$ cat config.mk
export PLATFORM = sky130hd
export DESIGN_NAME = exp_align_stage
export DESIGN_NICKNAME = d
export VERILOG_FILES = /design/src/rtl/pdpu_pkg.sv /design/src/rtl/exp_align_stage_align_lane.sv /design/src/rtl/exp_align_stage.sv
export SDC_FILE = /design/constraint.sdc
export NUM_CORES = 1
export LEC_CHECK = 0
export CAP_MARGIN = 10
export CORE_ASPECT_RATIO = 1.75
export CORE_MARGIN = 3
export CORE_UTILIZATION = 45
export CTS_BUF_LIST = sky130_fd_sc_hd__clkbuf_8
export CTS_CLUSTER_DIAMETER = 50
export DETAILED_ROUTE_END_ITERATION = 16
export PLACE_DENSITY = 0.69
export SLEW_MARGIN = 10
export SYNTH_ARGS = -nofsm -noshare
export SYNTH_HDL_FRONTEND = slang
export SYNTH_SLANG_ARGS = --single-unit
$ cat constraint.sdc
create_clock -name clk_i -period 3.2 [get_ports clk_i]
set_input_delay 0.48 -clock clk_i [delete_from_list [all_inputs] [get_ports clk_i]]
set_output_delay 0.48 -clock clk_i [all_outputs]
set_load 0.01 [all_outputs]
$ cat src/rtl/pdpu_pkg.sv
// Shared types and helpers for the posit dot-product datapath.
// Widths here are the defaults that exp_align_stage exposes as parameters.
package pdpu_pkg;

    localparam int unsigned EXP_W   = 8;
    localparam int unsigned MANT_W  = 14;
    localparam int unsigned ALIGN_W = 24;

    typedef logic signed [EXP_W:0] exp_t;

    localparam exp_t EXP_MIN = {1'b1, {EXP_W{1'b0}}};

    typedef struct packed {
        logic               sign;
        logic [ALIGN_W-1:0] mant;
        logic               sticky;
    } align_term_t;

    // Two's-complement max: a negative operand always loses to a non-negative one;
    // same-sign operands order correctly on their low bits as unsigned values.
    function automatic exp_t exp_max(input exp_t a, input exp_t b);
        if (a[EXP_W] != b[EXP_W]) begin
            return a[EXP_W] ? b : a;
        end
        return (a[EXP_W-1:0] >= b[EXP_W-1:0]) ? a : b;
    endfunction

endpackage

$ cat src/rtl/exp_align_stage_align_lane.sv
// One alignment lane: shift amount, saturating right shift of the mantissa frame,
// and (when PDPU_ALIGN_STICKY_EN is defined) the sticky OR of the bits shifted out.
module align_lane
    import pdpu_pkg::*;
(
    input  exp_t                emax_i,
    input  exp_t                exp_i,
    input  logic [MANT_W-1:0]   mant_i,
    input  logic                sign_i,
    input  logic                zero_i,
    output align_term_t         term_o
);

    localparam int unsigned     SH_W   = EXP_W + 2;
    localparam logic [SH_W-1:0] SH_SAT = SH_W'(ALIGN_W);

    logic [SH_W-1:0]    sh;
    logic [ALIGN_W-1:0] frame;
    logic               saturate;

    // Sign-extend both exponents by one bit so the difference cannot overflow.
    assign sh       = {emax_i[EXP_W], emax_i} - {exp_i[EXP_W], exp_i};
    assign frame    = ALIGN_W'(mant_i) << (ALIGN_W - MANT_W);
    assign saturate = (sh >= SH_SAT);

    always_comb begin
        term_o.sign   = sign_i;
        term_o.mant   = '0;
        term_o.sticky = 1'b0;
        if (!zero_i && !saturate) begin
            term_o.mant = frame >> sh;
        end
`ifdef PDPU_ALIGN_STICKY_EN
        if (!zero_i) begin
            term_o.sticky = saturate ? (|mant_i) : (|(frame & ~({ALIGN_W{1'b1}} << sh)));
        end
`endif
    end

endmodule

$ cat src/rtl/exp_align_stage.sv
// Two-stage exponent-alignment stage: S1 registers the max exponent and raw terms,
// S2 registers the aligned terms. Sticky output is enabled by PDPU_ALIGN_STICKY_EN.
module exp_align_stage #(
    parameter int unsigned N       = 4,
    parameter int unsigned EXP_W   = pdpu_pkg::EXP_W,
    parameter int unsigned MANT_W  = pdpu_pkg::MANT_W,
    parameter int unsigned ALIGN_W = pdpu_pkg::ALIGN_W
) (
    input  logic                          clk_i,
    input  logic                          rst_ni,
    input  logic                          in_valid_i,
    output logic                          in_ready_o,
    input  logic [N-1:0][EXP_W:0]         exp_i,
    input  logic [N-1:0][MANT_W-1:0]      mant_i,
    input  logic [N-1:0]                  sign_i,
    input  logic [N-1:0]                  zero_i,
    output logic                          out_valid_o,
    input  logic                          out_ready_i,
    output logic [EXP_W:0]                exp_max_o,
    output logic [N-1:0][ALIGN_W-1:0]     mant_o,
    output logic [N-1:0]                  sign_o,
    output logic [N-1:0]                  sticky_o
);

    import pdpu_pkg::*;

    logic in_fire;
    logic s1_fire;
    logic s2_ready;

    logic                      s1_valid;
    exp_t                      s1_emax;
    logic [N-1:0][EXP_W:0]     s1_exp;
    logic [N-1:0][MANT_W-1:0]  s1_mant;
    logic [N-1:0]              s1_sign;
    logic [N-1:0]              s1_zero;

    logic                      s2_valid;
    exp_t                      s2_emax;
    logic [N-1:0][ALIGN_W-1:0] s2_mant;
    logic [N-1:0]              s2_sign;
    logic [N-1:0]              s2_sticky;

    exp_t        lvl [N];
    exp_t        emax_in;
    align_term_t lane_term [N];

    assign s2_ready   = !s2_valid || out_ready_i;
    assign in_ready_o = !s1_valid || s2_ready;
    assign in_fire    = in_valid_i && in_ready_o;
    assign s1_fire    = s1_valid && s2_ready;

    // Pairwise reduction in place: each level halves the live width, log2(N) levels.
    always_comb begin
        for (int unsigned i = 0; i < N; i++) begin
            lvl[i] = zero_i[i] ? EXP_MIN : exp_t'(exp_i[i]);
        end
        for (int unsigned w = N / 2; w > 0; w = w / 2) begin
            for (int unsigned i = 0; i < w; i++) begin
                lvl[i] = exp_max(lvl[2*i], lvl[2*i+1]);
            end
        end
        emax_in = lvl[0];
    end

    always_ff @(posedge clk_i or negedge rst_ni) begin
        if (!rst_ni) begin
            s1_valid <= 1'b0;
            s1_emax  <= '0;
            s1_exp   <= '0;
            s1_mant  <= '0;
            s1_sign  <= '0;
            s1_zero  <= '0;
        end else begin
            if (in_fire) begin
                s1_valid <= 1'b1;
            end else if (s1_fire) begin
                s1_valid <= 1'b0;
            end
            if (in_fire) begin
                s1_emax <= emax_in;
                s1_exp  <= exp_i;
                s1_mant <= mant_i;
                s1_sign <= sign_i;
                s1_zero <= zero_i;
            end
        end
    end

    for (genvar i = 0; i < N; i++) begin : g_lane
        align_lane u_align_lane (
            .emax_i (s1_emax),
            .exp_i  (s1_exp[i]),
            .mant_i (s1_mant[i]),
            .sign_i (s1_sign[i]),
            .zero_i (s1_zero[i]),
            .term_o (lane_term[i])
        );
    end

    always_ff @(posedge clk_i or negedge rst_ni) begin
        if (!rst_ni) begin
            s2_valid  <= 1'b0;
            s2_emax   <= '0;
            s2_mant   <= '0;
            s2_sign   <= '0;
            s2_sticky <= '0;
        end else begin
            if (s1_fire) begin
                s2_valid <= 1'b1;
            end else if (out_ready_i) begin
                s2_valid <= 1'b0;
            end
            if (s1_fire) begin
                s2_emax <= s1_emax;
                for (int unsigned i = 0; i < N; i++) begin
                    s2_mant[i]   <= lane_term[i].mant;
                    s2_sign[i]   <= lane_term[i].sign;
                    s2_sticky[i] <= lane_term[i].sticky;
                end
            end
        end
    end

    assign out_valid_o = s2_valid;
    assign exp_max_o   = s2_emax;
    assign mant_o      = s2_mant;
    assign sign_o      = s2_sign;
    assign sticky_o    = s2_sticky;

endmodule

# Word level (Yosys, flattened, before mapping)
# Cells that the tools add are included.
[word_totals]
regBits = 220
input_bits = 104
word_cells = 84
[classes]
addsub = 4
n_lt_le_gt_ge = 7
n_eq_ne = 3
shifts = 4
mux = 27
reduce_logical = 20
[ops]
columns = ["cell", "n"]
rows = [
  ["9-bit 2-to-1 mux", 16],
  ["24-bit 2-to-1 mux", 4],
  ["24-bit by 10-bit >> shifter with 24-bit output", 4],
  ["10-bit by 5-bit >= comparator with 1-bit output (second input constant)", 4],
  ["9-bit by 9-bit subtractor with 10-bit output", 4],
  ["8-bit >= comparator", 3],
  ["1-bit logical NOT", 10],
  ["1-bit 2-to-1 mux", 7],
  ["1-bit logical AND", 6],
  ["2-bit nonzero test", 2],
  ["1-bit inequality test", 3],
  ["1-bit logical OR", 2],
]

# Longest topological paths before layout
[logic_depth]
depth_word = 7
depth_mapped = 18
ltp_nobuf = 16

# Modules after synthesis
# A second synthesis with hierarchy kept.
[unflattened]
cells_unflattened = 1755
area_unflattened_um2 = 15403.5
[modules_own_cells]
columns = ["mod", "instances", "cells_each", "area_per_inst_um2"]
rows = [
  ["exp_align_stage", 1, 915, 9848.2],
  ["align_lane (g_lane[1].u_align_lane ...)", 2, 211, 1402.6],
  ["align_lane (g_lane[0].u_align_lane)", 1, 214, 1403.8],
  ["align_lane (g_lane[3].u_align_lane)", 1, 204, 1346.3],
]

# Least setup slack after synthesis
# Ideal clock, no wire load.
[synth_path]
path_kind = "input to register"
startpoint = "input zero_i[1]"
endpoint = "register s1_emax[2]"
setup_ns = 0.126
arrival_time_ns = 3.808
required_ns = 3.074
slack_ns = -0.735
cell_stages = 18
cell_sequence = "clkbuf_1 nand2b_1 ha_1 nor4b_2 nand2_1 a211o_1 a21oi_1 nor2_1 a22oi_1 inv_1 ha_1 a211oi_1 o211ai_1 o22ai_1 or2_2 buf_1 nand2_1 a311o_1"
[synth_between]
elab_chain_len = 7
[synth_lines]
columns = ["item", "line", "rtl"]
rows = [
  ["start, declared", "exp_align_stage.sv:16", "input logic [N-1:0] zero_i,"],
  ["9-bit 2-to-1 mux (*)", "exp_align_stage.sv:56", "lvl[i] = zero_i[i] ? EXP_MIN : exp_t'(exp_i[i]);"],
  ["8-bit >= comparator (tied with other cells)", "pdpu_pkg.sv:25", "return (a[EXP_W-1:0] >= b[EXP_W-1:0]) ? a : b;"],
  ["9-bit 2-to-1 mux (tied with other cells)", "pdpu_pkg.sv:25", ""],
  ["9-bit 2-to-1 mux (*)", "pdpu_pkg.sv:25", ""],
  ["8-bit >= comparator (tied with other cells)", "pdpu_pkg.sv:25", ""],
  ["9-bit 2-to-1 mux (tied with other cells)", "pdpu_pkg.sv:25", ""],
  ["9-bit 2-to-1 mux (*)", "pdpu_pkg.sv:25", ""],
  ["end signal, assigned", "exp_align_stage.sv:81", "s1_emax <= emax_in;"],
  ["end, declared", "exp_align_stage.sv:32", "exp_t s1_emax;"],
]
# Mark *: on every way between the ends. The rest lies on a longest branch, timed or not. The select of a mux whose other input is x is not followed.
# A chain may end at the register's enable or synchronous reset.

# Final worst setup path
[layout_path]
startpoint = "input exp_i[24] (netlist bit)"
endpoint = "register s1_emax[2]"
[layout_between]
elab_chain_len = 7
[layout_lines]
columns = ["item", "line", "rtl"]
rows = [
  ["start, declared", "exp_align_stage.sv:13", "input logic [N-1:0][EXP_W:0] exp_i,"],
  ["9-bit 2-to-1 mux (*)", "exp_align_stage.sv:56", ""],
  ["8-bit >= comparator / 9-bit 2-to-1 mux (equally long branches)", "pdpu_pkg.sv:25, pdpu_pkg.sv:23", ""],
  ["9-bit 2-to-1 mux, on equally long branches", "pdpu_pkg.sv:25, pdpu_pkg.sv:22", ""],
  ["9-bit 2-to-1 mux (*)", "pdpu_pkg.sv:25", ""],
  ["8-bit >= comparator (tied with other cells)", "pdpu_pkg.sv:25", ""],
  ["9-bit 2-to-1 mux (tied with other cells)", "pdpu_pkg.sv:25", ""],
  ["9-bit 2-to-1 mux (*)", "pdpu_pkg.sv:25", ""],
]
# Marks and branches as above.

==> results.rst <==
.. list-table::
   :header-rows: 1

   * - Metric
     - Value
   * - Outcome
     - finished with violations
   * - Violated checks
     - setup timing
   * - Final critical-path setup slack
     - -150.9 ps
   * - Highest net fanout along the worst path
     - 8
   * - Final Routed Wirelength
     - between 40 and 50 mm
   * - Via count of the first global-routing pass
     - roughly 14000
   * - Simple-Gate Fraction of Synth Area
     - 19.44%
   * - Root Buffer
     - sky130_fd_sc_hd__clkbuf_8
   * - Proportion of register bits with asynchronous set or reset after synthesis
     - 100.0%
   * - Compound-Gate Fraction of Synth Area
     - 20.69%
   * - Most numerous cell in the Yosys netlist
     - sky130_fd_sc_hd__nand2_1
   * - Core box area
     - ~31000 um2
   * - ANT nets after route
     - 0
   * - First-pass GRT wire length
     - 71.60 mm
   * - Worst path top cell family by delay
     - compound AO/OA/AOI/OAI gates
   * - Filler cell count in the final layout
     - 2668
   * - Biggest area contributors in the synthesized netlist
     - sky130_fd_sc_hd__dfrtp_1 39%, sky130_fd_sc_hd__nand2_1 9.9%, sky130_fd_sc_hd__ha_1 5.4%
   * - Reg2Reg Depth
     - 12
   * - Total number of H-tree levels
     - 2
   * - Proportion of layout cells with a drive suffix above 1
     - 22.75%
   * - Required time of the critical path
     - 3630 ps
   * - Synth Register Bits
     - between 200 and 250
   * - Number of antenna violations at the first check in global routing
     - 2
   * - Path type of the worst min-delay path
     - input pin to register
   * - Avg Vias per Cell
     - 5.672
   * - Global-route usage over all layers
     - 25.84%
   * - Max_slew headroom
     - 48.63%
   * - Crit-path cells
     - clkdlybuf4s50_1, nor2b_4, ha_1, o21ai_1, o31a_1, o21ai_4, nor3b_2, nor2_4, ha_4, nand2_2, o211ai_1, o22ai_2, or2_4, and4b_1, a311o_1
   * - Cell area after synthesis
     - 14270 um2
   * - Port Buffers
     - 214
   * - Number of placement rows
     - 85
   * - WL per Instance
     - 19.02 um
   * - Leakage
     - ~9 nW
   * - Count of clock tree sinks
     - 220
   * - Cell accounting for the most synthesized area
     - sky130_fd_sc_hd__dfrtp_1
   * - Effective utilization at floorplan
     - 45.94%
   * - Switching part of the total
     - 45.02%
   * - Clock-pin slew of the registers on the worst-case setup and hold paths
     - 60 ps
   * - Peak VDD IR
     - between 0.5 and 0.6 mV
   * - Skew-Pair Late Insertion Delay
     - 550 ps
   * - Crit. End Element
     - register
   * - CP Class
     - input pin to register
   * - Sum of internal, switching and leakage power
     - 16.54 mW
   * - Ranking of synthesized cells by instance count
     - 376 x sky130_fd_sc_hd__nand2_1, 220 x sky130_fd_sc_hd__dfrtp_1, 128 x sky130_fd_sc_hd__o21ai_0, 89 x sky130_fd_sc_hd__nor2_1, 74 x sky130_fd_sc_hd__clkbuf_1
   * - Leading register cell type out of synthesis
     - sky130_fd_sc_hd__dfrtp_1
   * - Peak clock frequency supported by timing
     - 0.2984 GHz
   * - Post-synthesis instance total
     - between 1500 and 2000
   * - Max-cap violations
     - 0
   * - Stage delay of the slowest cell on the critical path
     - 440 ps
   * - TritonCTS clock tree
     - built
   * - HPWL after detailed placement
     - roughly 34 mm
   * - Buffers from clock root to sink, at most
     - 3
   * - Portion of netlist area occupied by mux cells
     - approximately 9%
   * - Logic depth of the worst path, buffers included
     - 15
   * - Fraction of post-synthesis cell area in the top cell type by area
     - 38.59%
   * - Sequential share of the synthesized area
     - 38.59%
   * - IO Pins
     - 219
   * - 1st-iter DRT viols
     - 687
   * - Cell with the largest stage delay on the worst path
     - sky130_fd_sc_hd__clkdlybuf4s50_1
   * - Xor/xnor cell area share of the yosys netlist
     - 1.719%
   * - Register share of total power
     - 20.8%
   * - Arrival time worst endpoint
     - around 3800 ps
   * - GRT Residual Overflow
     - 0
   * - Post-route DRC violation count
     - 0
   * - Critical Path Start Type
     - input pin
   * - Share of the core filled with cells in the final layout
     - 62.99%
   * - Clock network fraction of total power
     - 17.7%
   * - Hold Crit Depth
     - 4
   * - Final count of pins violating max slew
     - 0
   * - Layout overhead on the synthesized area
     - 37.11%
   * - WP buf/inv
     - 1
   * - Maximum number of pins on one net before global-route repair
     - 84
   * - Die extent in y
     - about 240 um
   * - Number of enable-type register cells in the synthesized netlist
     - 0
   * - Clock skew
     - approximately 16 ps
   * - Routability congestion estimate
     - 0.9347
   * - Sw Pwr
     - roughly 7.4 mW
   * - TritonCTS Buffers
     - 37
   * - RSZ-0062 raised after global routing
     - yes
   * - Minimum period implied by the final worst setup slack
     - 3351 ps
   * - Mean area per synthesized cell
     - 8.726 um2
   * - Logic pwr share
     - between 60 and 70%
   * - # nets final
     - 2146
   * - Largest family of logic cells by synthesized area
     - compound AO/OA/AOI/OAI gates
   * - Area of the die
     - 33960 um2
   * - Adder and majority gate portion of the synthesized area
     - under 10%
   * - Vias
     - 13596
   * - Number of detailed-route iterations in the first pass
     - 5
   * - Cell Int Power
     - 9.095 mW
   * - Chip Width
     - about 140 um
   * - Hold Vio Cnt, Final
     - 0
   * - Power per unit of standard cell area
     - 845.7 nW/um2
   * - Final setup fails
     - 8
   * - Count of unique library cells instantiated by Yosys
     - 84
   * - Period Utilization, post-route
     - 104.7%
   * - Synthesis Warnings
     - 0
   * - Worst-Margin Slew
     - 766.7 ps
[tightest hold or removal path: stages]
cell                      delay, ps
sky130_fd_sc_hd__buf_6           90
sky130_fd_sc_hd__buf_4          110
sky130_fd_sc_hd__nand2_1         40
sky130_fd_sc_hd__nand2_1         50
[sequential cells by signal, indices dropped and copies added (netlist names)]
signal / flops
s1_valid: 1
s1_sign: 4
s1_exp: 36
mant_o: 96
sign_o: 4
s1_mant: 56
out_valid_o: 1
s1_zero: 4
s1_emax: 9
exp_max_o: 9
[routing by layer]
metal	global-route usage (%)	up-vias	wire, um
met5	0	-	0
li1	-	6493	-
met2	47.97	472	24330
met1	28.44	6497	16770
met3	3.123	134	2009
met4	13.09	0	2480
[repair_timing]
action	CTS	global route
hold endpoints to repair	80	0
buffers inserted	10	14
cloned	0	1
hold buffers	1	0
endpoints found under the setup margin	9	61
pin swaps	43	50
resized for setup	131	105
[through the flow]
step                TNS [ps]  instance area [um2]  setup WS, ps  std cells  hold WS (ps)
detailed placement    -11380                17910         -1320       2304         464.1
floorplan              -3914                14380        -513.6       1638         184.4
CTS                        0                19180         3.094       2381         363.3
global placement      -10400                17910         -1222       2304         454.1
global route           -1673                19560        -246.1       2397         244.6
finish                -600.0                19560        -150.9       2397         269.6
[path summary, 6_finish.rpt]
path / from / endpoint / slack (ps)
max: exp_i[24] / s1_emax[2]$_DFFE_PN0P_ / -150
min: zero_i[3] / s1_zero[3]$_DFFE_PN0P_ / 270
max reg2reg: s1_emax[0]$_DFFE_PN0P_ / mant_o[77]$_DFFE_PN0P_ / 140
min reg2reg: s1_sign[0]$_DFFE_PN0P_ / s1_sign[0]$_DFFE_PN0P_ / 470
max in group asynchronous: rst_ni / mant_o[36]$_DFFE_PN0P_ / 1740
min in group asynchronous: rst_ni / s1_mant[9]$_DFFE_PN0P_ / 520
[logic make-up (layout without fill, tap and decap cells)]
kind of cell / Yosys count / after routing
AO/OA/AOI/OAI: 415 / 415
buffers and inverters: 163 / 529
other: 1 / 6
AND/OR/NAND/NOR: 630 / 630
flip-flops: 220 / 220
adder cells (fa/ha/maj): 66 / 66
XOR/XNOR: 28 / 28
multiplexers: 112 / 112
[power by group through the flow]
stage / sequential (mW) / combinational, mW / clock, mW
4_1_cts: 3.45 / 9.90 / 3.01
6_report: 3.45 / 10.2 / 2.93
2_1_floorplan: 3.41 / 6.53 / 0
3_5_place_dp: 3.49 / 9.73 / 0
3_3_place_gp: 3.48 / 9.59 / 0
5_1_grt: 3.48 / 11.1 / 3.12
[placed cells by master, fill, tap and decap left out, types with 13 or more instances in the layout]
cell type and n:
sky130_fd_sc_hd__mux2i_1 60, sky130_fd_sc_hd__nand3_1 18, sky130_fd_sc_hd__dfrtp_1 219, sky130_fd_sc_hd__nor2_1 79
sky130_fd_sc_hd__o21ai_0 123, sky130_fd_sc_hd__inv_1 62, sky130_fd_sc_hd__a22o_1 40, sky130_fd_sc_hd__a31oi_1 14
sky130_fd_sc_hd__buf_4 171, sky130_fd_sc_hd__a21oi_1 39, sky130_fd_sc_hd__a32o_1 29, sky130_fd_sc_hd__xor2_1 17
sky130_fd_sc_hd__ha_1 44, sky130_fd_sc_hd__o21ai_1 14, sky130_fd_sc_hd__a211oi_1 15, sky130_fd_sc_hd__nor3_1 20
sky130_fd_sc_hd__mux2_2 44, sky130_fd_sc_hd__ha_4 13, sky130_fd_sc_hd__nand2_1 371, sky130_fd_sc_hd__nor2b_4 15
sky130_fd_sc_hd__clkdlybuf4s50_1 179, sky130_fd_sc_hd__clkbuf_8 47, sky130_fd_sc_hd__nand2b_1 20
[cell type report]
class                      instances  area [um2]  area share (%)
multi-input combinational       1255        8811           45.04
sequential                       220        5507           28.15
timing repair buffer             403        3659           18.70
clock buffer                      47       646.9           3.307
tap                              391       489.2           2.501
clock inverter                    20       224.0           1.145
inverter                          59       221.5           1.132
antenna                            2       5.005         0.02558
Power figures use the tool's default switching activity.
